==> src/rtl/sram_arb_pkg.sv <==
// Shared types and constants for the SRAM port arbiter.
package sram_arb_pkg;

    typedef enum logic [1:0] {
        IDLE  = 2'd0,
        ISSUE = 2'd1,
        WAIT  = 2'd2,
        DONE  = 2'd3
    } arb_state_t;

    typedef enum logic {
        OWN_VGA = 1'b0,
        OWN_CPU = 1'b1
    } arb_owner_t;

    // VGA fetches always read the full word.
    localparam logic [3:0] BYTE_ALL = 4'b1111;

endpackage

==> src/rtl/sram_arb_starve_ctr.sv <==
// Starvation guard: counts consecutive VGA grants made while the CPU is
// waiting and forces the next contested grant to the CPU at the limit.
module sram_arb_starve_ctr #(
    parameter int STARVE_LIMIT = 4
) (
    input  logic clk,
    input  logic rst,
    input  logic grant_vga,
    input  logic grant_cpu,
    input  logic cpu_req,
    output logic force_cpu
);
    import sram_arb_pkg::*;

    localparam logic [3:0] LIMIT = 4'(STARVE_LIMIT);

    logic [3:0] vga_streak_reg;

    // Streak of VGA wins against a pending CPU; any CPU win or uncontested VGA win restarts it.
    always_ff @(posedge clk or posedge rst) begin
        if (rst) begin
            vga_streak_reg <= 4'd0;
        end else if (grant_cpu || (grant_vga && !cpu_req)) begin
            vga_streak_reg <= 4'd0;
        end else if (grant_vga && (vga_streak_reg != 4'hF)) begin
            vga_streak_reg <= vga_streak_reg + 4'd1;
        end
    end

    assign force_cpu = (vga_streak_reg == LIMIT);

endmodule

==> src/rtl/sram_arbiter.sv <==
// Two-requester arbiter for the single SRAM port: VGA fetcher (priority)
// and CPU data bus. Optional starvation guard enabled by defining
// SRAM_ARB_STARVE_GUARD_EN; without it VGA has strict priority.
module sram_arbiter
    import sram_arb_pkg::*;
#(
    parameter int ADDR_W       = 32,
    parameter int STARVE_LIMIT = 4
) (
    input  logic              clk,
    input  logic              rst,
    input  logic              vga_req,
    input  logic [ADDR_W-1:0] vga_addr,
    output logic              vga_ack,
    output logic [31:0]       vga_rdata,
    input  logic              cpu_req,
    input  logic              cpu_wen,
    input  logic [ADDR_W-1:0] cpu_addr,
    input  logic [31:0]       cpu_wdata,
    input  logic [3:0]        cpu_byte_sel,
    output logic              cpu_ack,
    output logic [31:0]       cpu_rdata,
    input  logic [31:0]       SRAM_data_in,
    input  logic              SRAM_busy,
    output logic [ADDR_W-1:0] word_address_dest,
    output logic [3:0]        byte_select,
    output logic              mem_ren,
    output logic              mem_wen,
    output logic [31:0]       mem_wdata,
    output logic [1:0]        arb_state,
    output logic              owner
);

    // Out-of-range limits would make the guard fire never or immediately.
    if (STARVE_LIMIT < 1 || STARVE_LIMIT > 15) begin : g_bad_limit
        $error("sram_arbiter: STARVE_LIMIT must be in 1..15");
    end

    arb_state_t        state_reg;
    arb_owner_t        owner_reg;
    logic              is_write_reg;
    logic [ADDR_W-1:0] addr_reg;
    logic [3:0]        byte_sel_reg;
    logic [31:0]       wdata_reg;
    logic              mem_ren_reg;
    logic              mem_wen_reg;
    logic              vga_ack_reg;
    logic              cpu_ack_reg;
    logic [31:0]       vga_rdata_reg;
    logic [31:0]       cpu_rdata_reg;

    logic force_cpu;
    logic pick_cpu;
    logic grant_vga;
    logic grant_cpu;
    logic grant_cpu_write;

`ifdef SRAM_ARB_STARVE_GUARD_EN
    sram_arb_starve_ctr #(
        .STARVE_LIMIT (STARVE_LIMIT)
    ) u_starve_ctr (
        .clk       (clk),
        .rst       (rst),
        .grant_vga (grant_vga),
        .grant_cpu (grant_cpu),
        .cpu_req   (cpu_req),
        .force_cpu (force_cpu)
    );
`else
    assign force_cpu = 1'b0;
`endif

    // Grants are only decided in IDLE; VGA wins contested cycles unless the guard fires.
    assign pick_cpu        = cpu_req && (!vga_req || force_cpu);
    assign grant_cpu       = (state_reg == IDLE) && pick_cpu;
    assign grant_vga       = (state_reg == IDLE) && vga_req && !pick_cpu;
    assign grant_cpu_write = grant_cpu && cpu_wen;

    // Access sequencer: latch the winner, strobe once, wait out SRAM_busy, then ack.
    always_ff @(posedge clk or posedge rst) begin
        if (rst) begin
            state_reg     <= IDLE;
            owner_reg     <= OWN_VGA;
            is_write_reg  <= 1'b0;
            addr_reg      <= '0;
            byte_sel_reg  <= 4'd0;
            wdata_reg     <= 32'd0;
            mem_ren_reg   <= 1'b0;
            mem_wen_reg   <= 1'b0;
            vga_ack_reg   <= 1'b0;
            cpu_ack_reg   <= 1'b0;
            vga_rdata_reg <= 32'd0;
            cpu_rdata_reg <= 32'd0;
        end else begin
            case (state_reg)
                IDLE: begin
                    if (grant_vga || grant_cpu) begin
                        owner_reg    <= grant_cpu ? OWN_CPU : OWN_VGA;
                        addr_reg     <= grant_cpu ? cpu_addr : vga_addr;
                        byte_sel_reg <= grant_cpu ? cpu_byte_sel : BYTE_ALL;
                        wdata_reg    <= grant_cpu ? cpu_wdata : 32'd0;
                        is_write_reg <= grant_cpu_write;
                        mem_ren_reg  <= !grant_cpu_write;
                        mem_wen_reg  <= grant_cpu_write;
                        state_reg    <= ISSUE;
                    end
                end
                ISSUE: begin
                    mem_ren_reg <= 1'b0;
                    mem_wen_reg <= 1'b0;
                    state_reg   <= WAIT;
                end
                WAIT: begin
                    if (!SRAM_busy) begin
                        if (owner_reg == OWN_VGA) begin
                            vga_rdata_reg <= SRAM_data_in;
                            vga_ack_reg   <= 1'b1;
                        end else begin
                            if (!is_write_reg) begin
                                cpu_rdata_reg <= SRAM_data_in;
                            end
                            cpu_ack_reg <= 1'b1;
                        end
                        state_reg <= DONE;
                    end
                end
                DONE: begin
                    vga_ack_reg <= 1'b0;
                    cpu_ack_reg <= 1'b0;
                    state_reg   <= IDLE;
                end
                default: begin
                    state_reg <= IDLE;
                end
            endcase
        end
    end

    assign vga_ack           = vga_ack_reg;
    assign vga_rdata         = vga_rdata_reg;
    assign cpu_ack           = cpu_ack_reg;
    assign cpu_rdata         = cpu_rdata_reg;
    assign word_address_dest = addr_reg;
    assign byte_select       = byte_sel_reg;
    assign mem_ren           = mem_ren_reg;
    assign mem_wen           = mem_wen_reg;
    assign mem_wdata         = wdata_reg;
    assign arb_state         = state_reg;
    assign owner             = owner_reg;

endmodule

==> config.mk <==
export PLATFORM = sky130hd
export DESIGN_NAME = sram_arbiter
export DESIGN_NICKNAME = d
export VERILOG_FILES = /design/src/rtl/sram_arb_pkg.sv /design/src/rtl/sram_arb_starve_ctr.sv /design/src/rtl/sram_arbiter.sv
export SDC_FILE = /design/constraint.sdc
export NUM_CORES = 1
export LEC_CHECK = 0
export CELL_PAD_IN_SITES_DETAIL_PLACEMENT = 1
export CELL_PAD_IN_SITES_GLOBAL_PLACEMENT = 2
export CORE_MARGIN = 4
export CORE_UTILIZATION = 24
export DETAILED_ROUTE_END_ITERATION = 6
export HOLD_SLACK_MARGIN = 0.02
export PLACE_DENSITY = 0.81
export SYNTH_ARGS = -nofsm -noshare
export SYNTH_HDL_FRONTEND = slang
export SYNTH_HIERARCHICAL = 1
export SYNTH_SLANG_ARGS = --single-unit
==> constraint.sdc <==
create_clock -name clk -period 5.8 [get_ports clk]
set_input_delay 1.16 -clock clk [delete_from_list [all_inputs] [get_ports clk]]
set_output_delay 1.16 -clock clk [all_outputs]
set_load 0.005 [all_outputs]
# Yosys cells after proc, flatten, opt, wreduce, memory -nomap -nowiden
# Cells that the tools add are included.
# Widths: inputs -> output; s select.
op_classes:
  n_addsub: 0
  mux: 17
  magnitude_cmp: 0
  reduce_logical: 19
  n_shift: 0
  bitwise: 3
  eq_ne: 7
  multipliers: 0
  n_div: 0
op_table:
  columns: ["operator", "n"]
  rows:
  - ["$mux 32", 2]
  - ["$reduce_and 3->1", 3]
  - ["$pmux 1 s2", 4]
  - ["$pmux 2 s4", 1]
  - ["$mux 1", 7]
  - ["$ne 2x2->1 const B", 3]
  - ["$reduce_and 2->1", 3]
  - ["$logic_and 1x1->1", 5]
  - ["$eq 2x2->1 const B", 2]
  - ["$mux 2", 2]
  - ["$mux 4", 1]
  - ["$reduce_and 4->1", 1]
  - ["$reduce_bool 2->1", 2]
  - ["$logic_not 1->1", 3]
  - ["$not 1->1", 3]
  - ["$eq 2x1->1 const B", 1]
  - ["$logic_not 2->1", 1]
  - ["$ne 2x1->1 const B", 1]
  - ["$logic_or 1x1->1", 1]
word_totals:
  latch_bits: 0
  regBits: 140
  mem_count: 0
  word_cells: 58
  ramBits: 0
  rom_bits: 0
  output_inout_bits: 139

# Longest topological paths before layout
# Gate-level depths: netlist (run 1).
logic_depth:
  ltp_word: 7
  depth_mapped: 7

# Worst setup path before layout (run 1)
# No wires, ideal clock.
synth_timing:
  path_type: "input port to flip-flop"
  from: "input port SRAM_busy"
  to: "register cpu_rdata_reg[0], in the netlist cpu_rdata[0]"
  slack_ps: 3429
  path_stages: 4
  arrival_ps: 2246
  cell_sequence: "clkbuf_2 nor4b_4 buf_6 mux2_2"
synth_via:
  elab_chain_len: 2
synth_lines:
  columns: ["element", "line_no", "text"]
  rows:
  - ["from (decl)", "sram_arbiter.sv:24", "input logic SRAM_busy,"]
  - ["$not 1->1 (no source line)", null, null]
  - ["$reduce_and 4->1 (no source line)", null, null]
  - ["to (signal assigned)", "sram_arbiter.sv:120", "cpu_rdata_reg <= SRAM_data_in;"]
  - ["to (decl)", "sram_arbiter.sv:50", "logic [31:0] cpu_rdata_reg;"]
# No other way between the ends.
# A chain may end at the register's enable or synchronous reset.

# Worst setup path after layout (run 1)
layout_timing:
  from: "input port vga_req"
  to: "register addr_reg[11], in the netlist word_address_dest[11]"
layout_via:
  elab_chain_len: 6
  elab_cells_between_ends: 9
  classes_between: "mux (1); reduce/logical (8)"
layout_lines:
  columns: ["element", "line_no", "text"]
  rows:
  - ["from (decl)", "sram_arbiter.sv:12", "input logic vga_req,"]
  - ["$logic_not 1->1", "sram_arbiter.sv:74", "assign pick_cpu = cpu_req && (!vga_req || force_cpu);"]
  - ["$logic_and 1x1->1", "sram_arbiter.sv:74", null]
  - ["$logic_not 1->1", "sram_arbiter.sv:76", "assign grant_vga = (state_reg == IDLE) && vga_req && !pick_cpu;"]
  - ["$logic_and 1x1->1", "sram_arbiter.sv:76", null]
  - ["$logic_or 1x1->1", "sram_arbiter.sv:97", "if (grant_vga || grant_cpu) begin"]
  - ["$reduce_and 2->1 (no source line)", null, null]
  - ["to (signal assigned)", "sram_arbiter.sv:99", "addr_reg <= grant_cpu ? cpu_addr : vga_addr;"]
  - ["to (decl)", "sram_arbiter.sv:42", "logic [ADDR_W-1:0] addr_reg;"]
# Several ways; a longest one is shown, not always the timed one.

==> results.py, run 1 <==
metrics = {
    "route": {
        "vias": 4375,
        "ant_nets": 0,
        "routed_wirelength_um": 18400,
        "post_drt_wl_per_cell_um": 18.95,
        "via_per_inst": 4.506,
        "dr.pass1.iters": 4,
        "drc_errors": 0,
        "drt-initial-drc-count": 102,
    },
    "sta": {
        "setup_slack_ps": 2969,
        "finClkSkew_ps": 8.918,
        "maxSlewHeadroom_pct": 18.70,
        "setup_viol": 0,
        "rsz0062_at_grt": "no",
        "period_needed_ps": 2831,
        "final_hold_viol_count": 0,
        "tns_ps": 0,
        "tightest_slew_ps": 1217,
        "min_period_over_period_pct": 48.82,
        "hold_ws_ps": 500.6,
        "finalMaxSlewViolations": 0,
        "max_freq_mhz": 353.2,
    },
    "layout": {
        "n_antenna_cell": 0,
        "mostFrequentLayoutCell": "clkdlybuf4s50_1",
        "nets": 822,
        "fill_cells": 2357,
        "mostFrequentLayoutCells": "clkdlybuf4s50_1, dfrtp_1, mux2_2",
        "stdcell_count": 971,
        "syn_to_final_growth_pct": 66.64,
        "drive_gt1_share_pct": 15.34,
    },
    "placement": {
        "portBuffers": 276,
        "gp_congestion": 0.7601,
        "dp_slack_ps": 2441,
        "dp_cells": 940,
        "dpl.hpwl_um": 13720,
    },
    "die": {
        "die_w_um": 158.9,
        "die_y_um": 158.9,
        "die-area_um2": 25230,
        "ios": 277,
        "rows": 54,
        "core_area_um2": 22090,
        "start_util_pct": 24.72,
    },
    "power_and_ir_drop": {
        "leakage_uw": 0.003894,
        "vdd_drop_max_mv": 0.1786,
        "powerDensity_nw_per_um2": 504.3,
        "p_total_uw": 4590,
    },
    "setup_path": {
        "critPathTopFamily": "simple AND/OR/NAND/NOR gates",
        "rr_startpoint": "arb_state[0]$_DFFE_PP0P_",
        "worstSetupPathType": "in -> reg",
        "cp_cell_sequence": "clkdlybuf4s50_1 -> nand2_1 -> o22ai_1 -> a21oi_1",
        "worst-path-buf-inv": 1,
        "critPathMaxStageDelay_ps": 750,
        "crit_arrival_ps": 3110,
        "cp_slowest_cell": "nand2_1",
        "worstPathRequired_ps": 6070,
        "critPathMaxFanout": 33,
        "startpoint_type": "input pin",
        "setup.worst_path.end_class": "flip-flop",
        "critPathLaunch": "vga_req",
    },
    "synth": {
        "synthesis.instances": 402,
        "syn_area_um2": 5461,
        "ys_ff_latch": 140,
        "synth_nets": 545,
        "synth_top_area_cell": "dfrtp_1",
        "synthTopCellsByArea": "dfrtp_1, mux2_2, a22o_1",
        "synth_warnings": 6,
        "ys_seq_area_share_pct": 64.15,
        "synth.distinct_cells": 30,
        "synth_area_per_cell_um2": 13.59,
        "synth_top_area_share_pct": 64.15,
    },
    "clock_tree": {
        "cts_tree": "built",
        "hold_buffers": 0,
        "htreeDepth": 4,
        "cts.clk_slew.worst_paths_ps": 70,
        "cts_max_path_buffers": 2,
        "clock_latency_ps": 410,
        "cts_buffers": 17,
        "post_cts_buffers": 0,
        "clkSinkCount": 140,
        "cts_resized": 0,
        "clockRootBuffer": "clkbuf_16",
    },
    "grt": {
        "grt.total_usage_pct": 14.37,
        "grt_antenna_before_repair": 0,
        "grt_pass1_vias": 5075,
        "grt.overflow.total": 0,
        "grt_pass1_wl_um": 28990,
        "grt_max_degree": 97,
    },
    "min_path": {
        "min_from": "mem_ren$_DFFE_PP0P_",
        "hold_class": "reg -> reg",
    },
    "status": {
        "status": "completed",
    },
    "flow_run": {
        "cap_violations": 0,
    },
}
[kinds of logic after synthesis]
kind of cell,synth area share [%]
AOI/OAI and AO/OA,14.43
muxes,13.40
buffers and inverters,5.154
DFF,64.15
adders and majority gates,1.145
and+or+nand+nor,1.718
[cells in the mapped netlist]
cell type	instances
o21ai_0	4
a32o_1	1
a21oi_1	32
a22oi_1	1
mux2_2	65
clkbuf_2	1
o211ai_1	2
a22o_1	33
dfrtp_1	140
nand4b_1	1
o22ai_1	33
o21a_1	1
nor3b_2	1
buf_4	3
a31oi_1	2
ha_1	5
nand2_1	5
nor4b_4	1
buf_6	3
buf_2	11
and2_1	1
inv_1	38
nor2b_1	1
o22a_1	4
o21bai_1	1
nor2_1	3
a21boi_0	1
clkbuf_1	6
nand2b_1	1
o32a_1	1
[path summary, 6_finish.rpt]
kind	endpoint	slack [ps]	depth (start not counted)
min in group asynchronous	cpu_rdata[23]$_DFFE_PP0P_	1320	2
worst max register to register	word_address_dest[30]$_DFFE_PP0P_	3350	6
worst min register to register	mem_ren$_DFFE_PP0P_	500	1
worst min-delay path	mem_ren$_DFFE_PP0P_	500	1
worst max-delay path	word_address_dest[11]$_DFFE_PP0P_	2970	4
max in group asynchronous	vga_rdata[13]$_DFFE_PP0P_	3340	3
[routing by layer]
layer	up-vias	GRT usage [%]	share of wire, %
met4	0	4.813	1.7
met3	23	5.599	8.1
li1	1995	-	-
met5	-	0	0
met2	184	24.10	49
met1	2173	16.97	41
[cell type report]
class / instances / area [um^2] / area share [%]
Sequential cell: 140 / 3503 / 38.49
Timing Repair Buffer: 282 / 2808 / 30.85
Multi-Input combinational cell: 200 / 1697 / 18.64
Clock buffer: 18 / 429.2 / 4.715
Tap cell: 280 / 350.3 / 3.849
Clock inverter: 13 / 166.4 / 1.828
Inverter: 38 / 147.6 / 1.622
[through the flow]
stage	util (%)	cell area [um^2]
after floorplan	-	5461
after global placement	38.50	8506
after detailed placement	38.50	8506
after CTS	41.19	9101
after global routing	41.19	9101
final	41.19	9101
[power breakdown]
group	internal (uW)	switching, uW
registers	1410	263
clock network	677	425
logic	1160	657
total	3250	1340
Note: power is estimated with default switching activity, not from simulation.
==> run 2: changes to the inputs <==
- CORE_UTILIZATION: 24 -> 22
- PLACE_DENSITY: 0.81 -> 0.79
- clock period: 5.8 -> 2.4 ns (I/O delays scaled with it)
==> run 2 against run 1 <==
  * Sequential cell count did not move
  * Hold slack gained 2.2 ps
  * Via count decreased by 1.8%
  * Critical endpoint is now owner
  * Largest cell class unchanged
==> results.py, run 2 (same netlist as run 1, synthesis figures left out) <==
metrics = {
    "status": {
        "status": "completed",
    },
    "flow_run": {
        "cap_violations": 0,
    },
    "setup_path": {
        "critPathMaxStageDelay_ps": 610,
        "cp_cell_sequence": "clkdlybuf4s50_1",
        "worstPathRequired_ps": 1920,
        "critPathTopFamily": "buffers and inverters",
        "startpoint_type": "flip-flop",
        "worstSetupPathType": "reg -> out",
        "crit_arrival_ps": 1480,
        "cp_slowest_cell": "clkdlybuf4s50_1",
        "worst-r2r-setup-slack_ps": 490,
        "timing.rr.end": "cpu_rdata[26]$_DFFE_PP0P_",
        "r2r_cells": 5,
        "critPathMaxFanout": 6,
        "worst-path-buf-inv": 1,
        "rr_startpoint": "arb_state[0]$_DFFE_PP0P_",
        "setup.worst_path.end_class": "output pin",
    },
    "sta": {
        "tightest_slew_ps": 478.6,
        "tns_ps": 0,
        "setup_slack_ps": 436.7,
        "hold_ws_ps": 502.8,
        "finClkSkew_ps": 11.63,
        "maxSlewHeadroom_pct": 68.09,
        "max_freq_mhz": 509.3,
        "period_needed_ps": 1963,
        "setup_viol": 0,
        "min_period_over_period_pct": 81.80,
        "rsz0062_at_grt": "no",
        "finalMaxSlewViolations": 0,
        "final_hold_viol_count": 0,
    },
    "placement": {
        "dpl.hpwl_um": 12660,
        "portBuffers": 276,
        "gp_congestion": 0.6903,
        "dp_slack_ps": 247.5,
    },
    "clock_tree": {
        "cts_resized": 0,
        "htreeDepth": 4,
        "clock_latency_ps": 410,
        "cts_tree": "built",
        "cts_buffers": 17,
        "cts.clk_slew.worst_paths_ps": 60,
        "cts_max_path_buffers": 2,
        "clkSinkCount": 140,
        "post_cts_buffers": 0,
        "clockRootBuffer": "clkbuf_16",
        "hold_buffers": 0,
    },
    "die": {
        "start_util_pct": 22.39,
        "core_area_um2": 24390,
        "rows": 57,
        "die_w_um": 165.6,
        "die-area_um2": 27410,
        "die_y_um": 165.6,
        "ios": 277,
    },
    "layout": {
        "n_antenna_cell": 0,
        "drive_gt1_share_pct": 15.78,
        "mostFrequentLayoutCell": "clkdlybuf4s50_1",
        "mostFrequentLayoutCells": "clkdlybuf4s50_1, dfrtp_1, mux2_2",
        "syn_to_final_growth_pct": 69.32,
        "nets": 827,
    },
    "power_and_ir_drop": {
        "leakage_uw": 0.003921,
        "vdd_drop_max_mv": 0.3331,
        "powerDensity_nw_per_um2": 1187,
    },
    "grt": {
        "grt_max_degree": 87,
        "grt_pass1_vias": 4718,
        "grt_antenna_before_repair": 0,
        "grt.overflow.total": 0,
        "grt_pass1_wl_um": 26600,
        "grt.total_usage_pct": 12.58,
    },
    "route": {
        "routed_wirelength_um": 17210,
        "via_per_inst": 4.208,
        "drt-initial-drc-count": 119,
        "ant_nets": 0,
        "dr.pass1.iters": 4,
        "drc_errors": 0,
        "post_drt_wl_per_cell_um": 16.85,
        "vias": 4296,
    },
    "min_path": {
        "min_from": "mem_wdata[24]$_DFFE_PP0P_",
        "min_to": "mem_wdata[24]$_DFFE_PP0P_",
        "hold_depth": 1,
        "hold_class": "reg -> reg",
    },
}
## run 2: cell count changes in the layout (fill, tap and decap cells not counted)
cell        before  now
buf_12           0    6
bufinv_16        3    2
buf_4            6    5
clkinv_2         2    1
clkbuf_1         1    3
clkinv_4         3    2
clkinvlp_4       3    5
## run 2: metrics by stage
| step | power (uW) | util, % | cells | cell area (um^2) |
|---|---|---|---|---|
| after floorplan | 5604 | - | 402 | 5465 |
| after global placement | 8442 | 35.55 | 989 | 8672 |
| after detailed placement | 8538 | 35.55 | 989 | 8672 |
| after CTS | 11230 | 37.91 | 1021 | 9248 |
| after global routing | 11790 | 37.91 | 1021 | 9248 |
| final | 10980 | 37.91 | 1021 | 9248 |
## run 2: area by class of cell
cell class                      instances  area [um^2]
Timing Repair Buffer                  287         2920
Fill cell                            2659        15140
Clock buffer                           20        436.7
Inverter                               38        146.4
Tap cell                              324        405.4
Multi-Input combinational cell        200         1697
Sequential cell                       140         3503
Clock inverter                         12        138.9
## run 2: worst max-delay path by stage
stage                      startpoint                  endpoint  slack, ps  cells after the start
floorplan                         rst  arb_state[0]$_DFFE_PP0P_        170                      1
global placement            SRAM_busy  vga_rdata[0]$_DFFE_PP0P_        290                      5
detailed placement          SRAM_busy  vga_rdata[3]$_DFFE_PP0P_        250                      5
CTS                 owner$_DFFE_PP0P_                     owner        360                      1
global route        owner$_DFFE_PP0P_                     owner        300                      1
finish              owner$_DFFE_PP0P_                     owner        440                      1
## run 2: routing by layer
metal | GRT usage, % | part of all wire, %
met1 | 15.00 | 41
met5 | 0 | 0
met3 | 6.255 | 11
met4 | 3.300 | 0.96
met2 | 20.25 | 46
## run 2: where the power goes
| part | internal, uW | switching (uW) |
|---|---|---|
| clock network | 1540 | 1060 |
| registers | 3400 | 580 |
| logic | 2860 | 1540 |
| total | 7800 | 3180 |
==> run 3: changes to the inputs <==
- clock period: 2.4 -> 1.7 ns (I/O delays scaled with it)
==> run 3 against run 2 <==
  * Combinational power grew 47%
  * Final cell count grew 1.8%
  * Utilization grew 0.78 points
  * Clock skew shrank 3.9 ps
  * Worst setup slack lost 380 ps
  * Register-to-register slack lost 390 ps
  * Clock power grew 32%
  * Global-route usage grew 0.65 points
  * Non-clock buffer count grew 18
  * Final area grew 2.1%
  * Critical path type unchanged
==> results.py, run 3 (same netlist as run 1, synthesis figures left out) <==
metrics = {
    "route": {
        "vias": 4358,
        "via_per_inst": 4.194,
        "post_drt_wl_per_cell_um": 17.51,
        "ant_nets": 0,
        "drt-initial-drc-count": 109,
        "routed_wirelength_um": 18190,
        "dr.pass1.iters": 4,
        "drc_errors": 0,
    },
    "grt": {
        "grt.overflow.total": 0,
        "grt_pass1_wl_um": 27660,
        "grt_antenna_before_repair": 0,
        "grt.total_usage_pct": 13.22,
        "grt_pass1_vias": 4762,
        "grt_max_degree": 47,
    },
    "power_and_ir_drop": {
        "p_total_uw": 15490,
        "leakage_uw": 0.004217,
        "power_switching_uw": 4630,
        "p_clk_share_pct": 22.1,
        "sequentialPowerShare_pct": 36.0,
        "swShare_pct": 29.89,
        "powerDensity_nw_per_um2": 1641,
        "vdd_drop_max_mv": 0.5556,
        "comb_power_share_pct": 41.9,
        "p_int_uw": 10860,
    },
    "setup_path": {
        "startpoint_type": "flip-flop",
        "crit_arrival_ps": 1310,
        "worstPathRequired_ps": 1360,
        "critPathMaxFanout": 2,
        "worstSetupPathType": "reg -> out",
        "rr_startpoint": "arb_state[0]$_DFFE_PP0P_",
        "cp_cell_sequence": "clkdlybuf4s50_1",
        "setup.worst_path.end_class": "output pin",
        "cp_slowest_cell": "clkdlybuf4s50_1",
        "critPathTopFamily": "buffers and inverters",
        "critPathLaunch": "vga_rdata[22]$_DFFE_PP0P_",
        "critPathMaxStageDelay_ps": 530,
        "worst-path-buf-inv": 1,
    },
    "placement": {
        "gp_congestion": 0.7241,
        "dpl.hpwl_um": 13780,
        "post_dp_cell_area_um2": 8850,
        "dp_cells": 1006,
        "portBuffers": 276,
    },
    "sta": {
        "rsz0062_at_grt": "no",
        "final_hold_viol_count": 0,
        "finalMaxSlewViolations": 0,
        "setup_viol": 0,
        "period_needed_ps": 1645,
        "finClkSkew_ps": 7.745,
        "max_freq_mhz": 607.8,
        "maxSlewHeadroom_pct": 78.75,
        "min_period_over_period_pct": 96.78,
        "tightest_slew_ps": 318.1,
    },
    "clock_tree": {
        "clkSinkCount": 140,
        "cts_max_path_buffers": 2,
        "clock_latency_ps": 410,
        "htreeDepth": 4,
        "cts_tree": "built",
        "hold_buffers": 0,
        "clockRootBuffer": "clkbuf_16",
        "cts.clk_slew.worst_paths_ps": 60,
        "cts_buffers": 17,
    },
    "die": {
        "die_w_um": 165.6,
        "die-area_um2": 27410,
        "rows": 57,
        "ios": 277,
        "die_y_um": 165.6,
        "core_area_um2": 24390,
        "start_util_pct": 22.39,
    },
    "layout": {
        "mostFrequentLayoutCells": "clkdlybuf4s50_1, dfrtp_1, mux2_2",
        "mostFrequentLayoutCell": "clkdlybuf4s50_1",
        "stdcell_count": 1039,
        "regArea_um2": 3503,
        "final_area_um2": 9438,
        "syn_to_final_growth_pct": 72.81,
        "utilization_pct": 38.69,
        "drive_gt1_share_pct": 18.88,
        "n_antenna_cell": 0,
        "fill_cells": 2626,
        "multiInputGateArea_um2": 1719,
        "nets": 845,
    },
    "status": {
        "status": "completed",
    },
    "min_path": {
        "hold_class": "in -> async",
    },
    "flow_run": {
        "cap_violations": 0,
    },
}
[run 3: power by group through the flow]
stage          Clock (uW)  Combinational [uW]  Sequential, uW
6_report             3420                6490            5580
5_1_grt              3700                7100            5800
4_1_cts              3560                6680            5620
3_5_place_dp            0                6650            5670
3_3_place_gp            0                6530            5630
2_1_floorplan           0                2240            5710
[run 3: area by class of cell]
class	instances	share of cell area (%)
flip-flops and latches	140	37.12
repair buffers	305	33.14
multi-input cells	200	18.22
clock buffers	20	4.733
well taps	324	4.295
inverters	38	1.551
clock inverters	12	0.9413
[run 3: path summary, 6_finish.rpt]
path / endpoint / slack, ps / depth (start not counted)
worst max register to register: cpu_rdata[28]$_DFFE_PP0P_ / 100 / 5
worst min register to register: mem_wdata[13]$_DFFE_PP0P_ / 500 / 1
worst min-delay path: arb_state[0]$_DFFE_PP0P_ / 250 / 2
max in group asynchronous: vga_rdata[15]$_DFFE_PP0P_ / 930 / 3
min in group clk: mem_wdata[13]$_DFFE_PP0P_ / 500 / 1
worst max-delay path: vga_rdata[22] / 50 / 1
[run 3: routing by layer]
layer,track usage (%),routed length [um],vias to the layer above
met3,5.808,1950,15
met4,4.274,248,0
met5,0,0,-
met1,15.76,7355,2116
met2,21.47,8633,179
li1,-,-,2048
[run 3: through the flow]
stage	hold slack [ps]	TNS, ps	setup WS (ps)
after floorplan	466.0	-54470	-389.1
after detailed placement	493.8	-18160	-266.1
after global routing	256.6	0	0.1006
final	249.1	0	54.66
after CTS	234.8	0	0.2695
after global placement	487.7	-16690	-241.4
[run 3: what timing repair did]
| action | CTS | global route |
|---|---|---|
| endpoints found under the setup margin | 73 | 59 |
| pin swaps | 1 | 1 |
| gates resized for setup | 13 | 18 |
| buffers inserted | 1 | 0 |
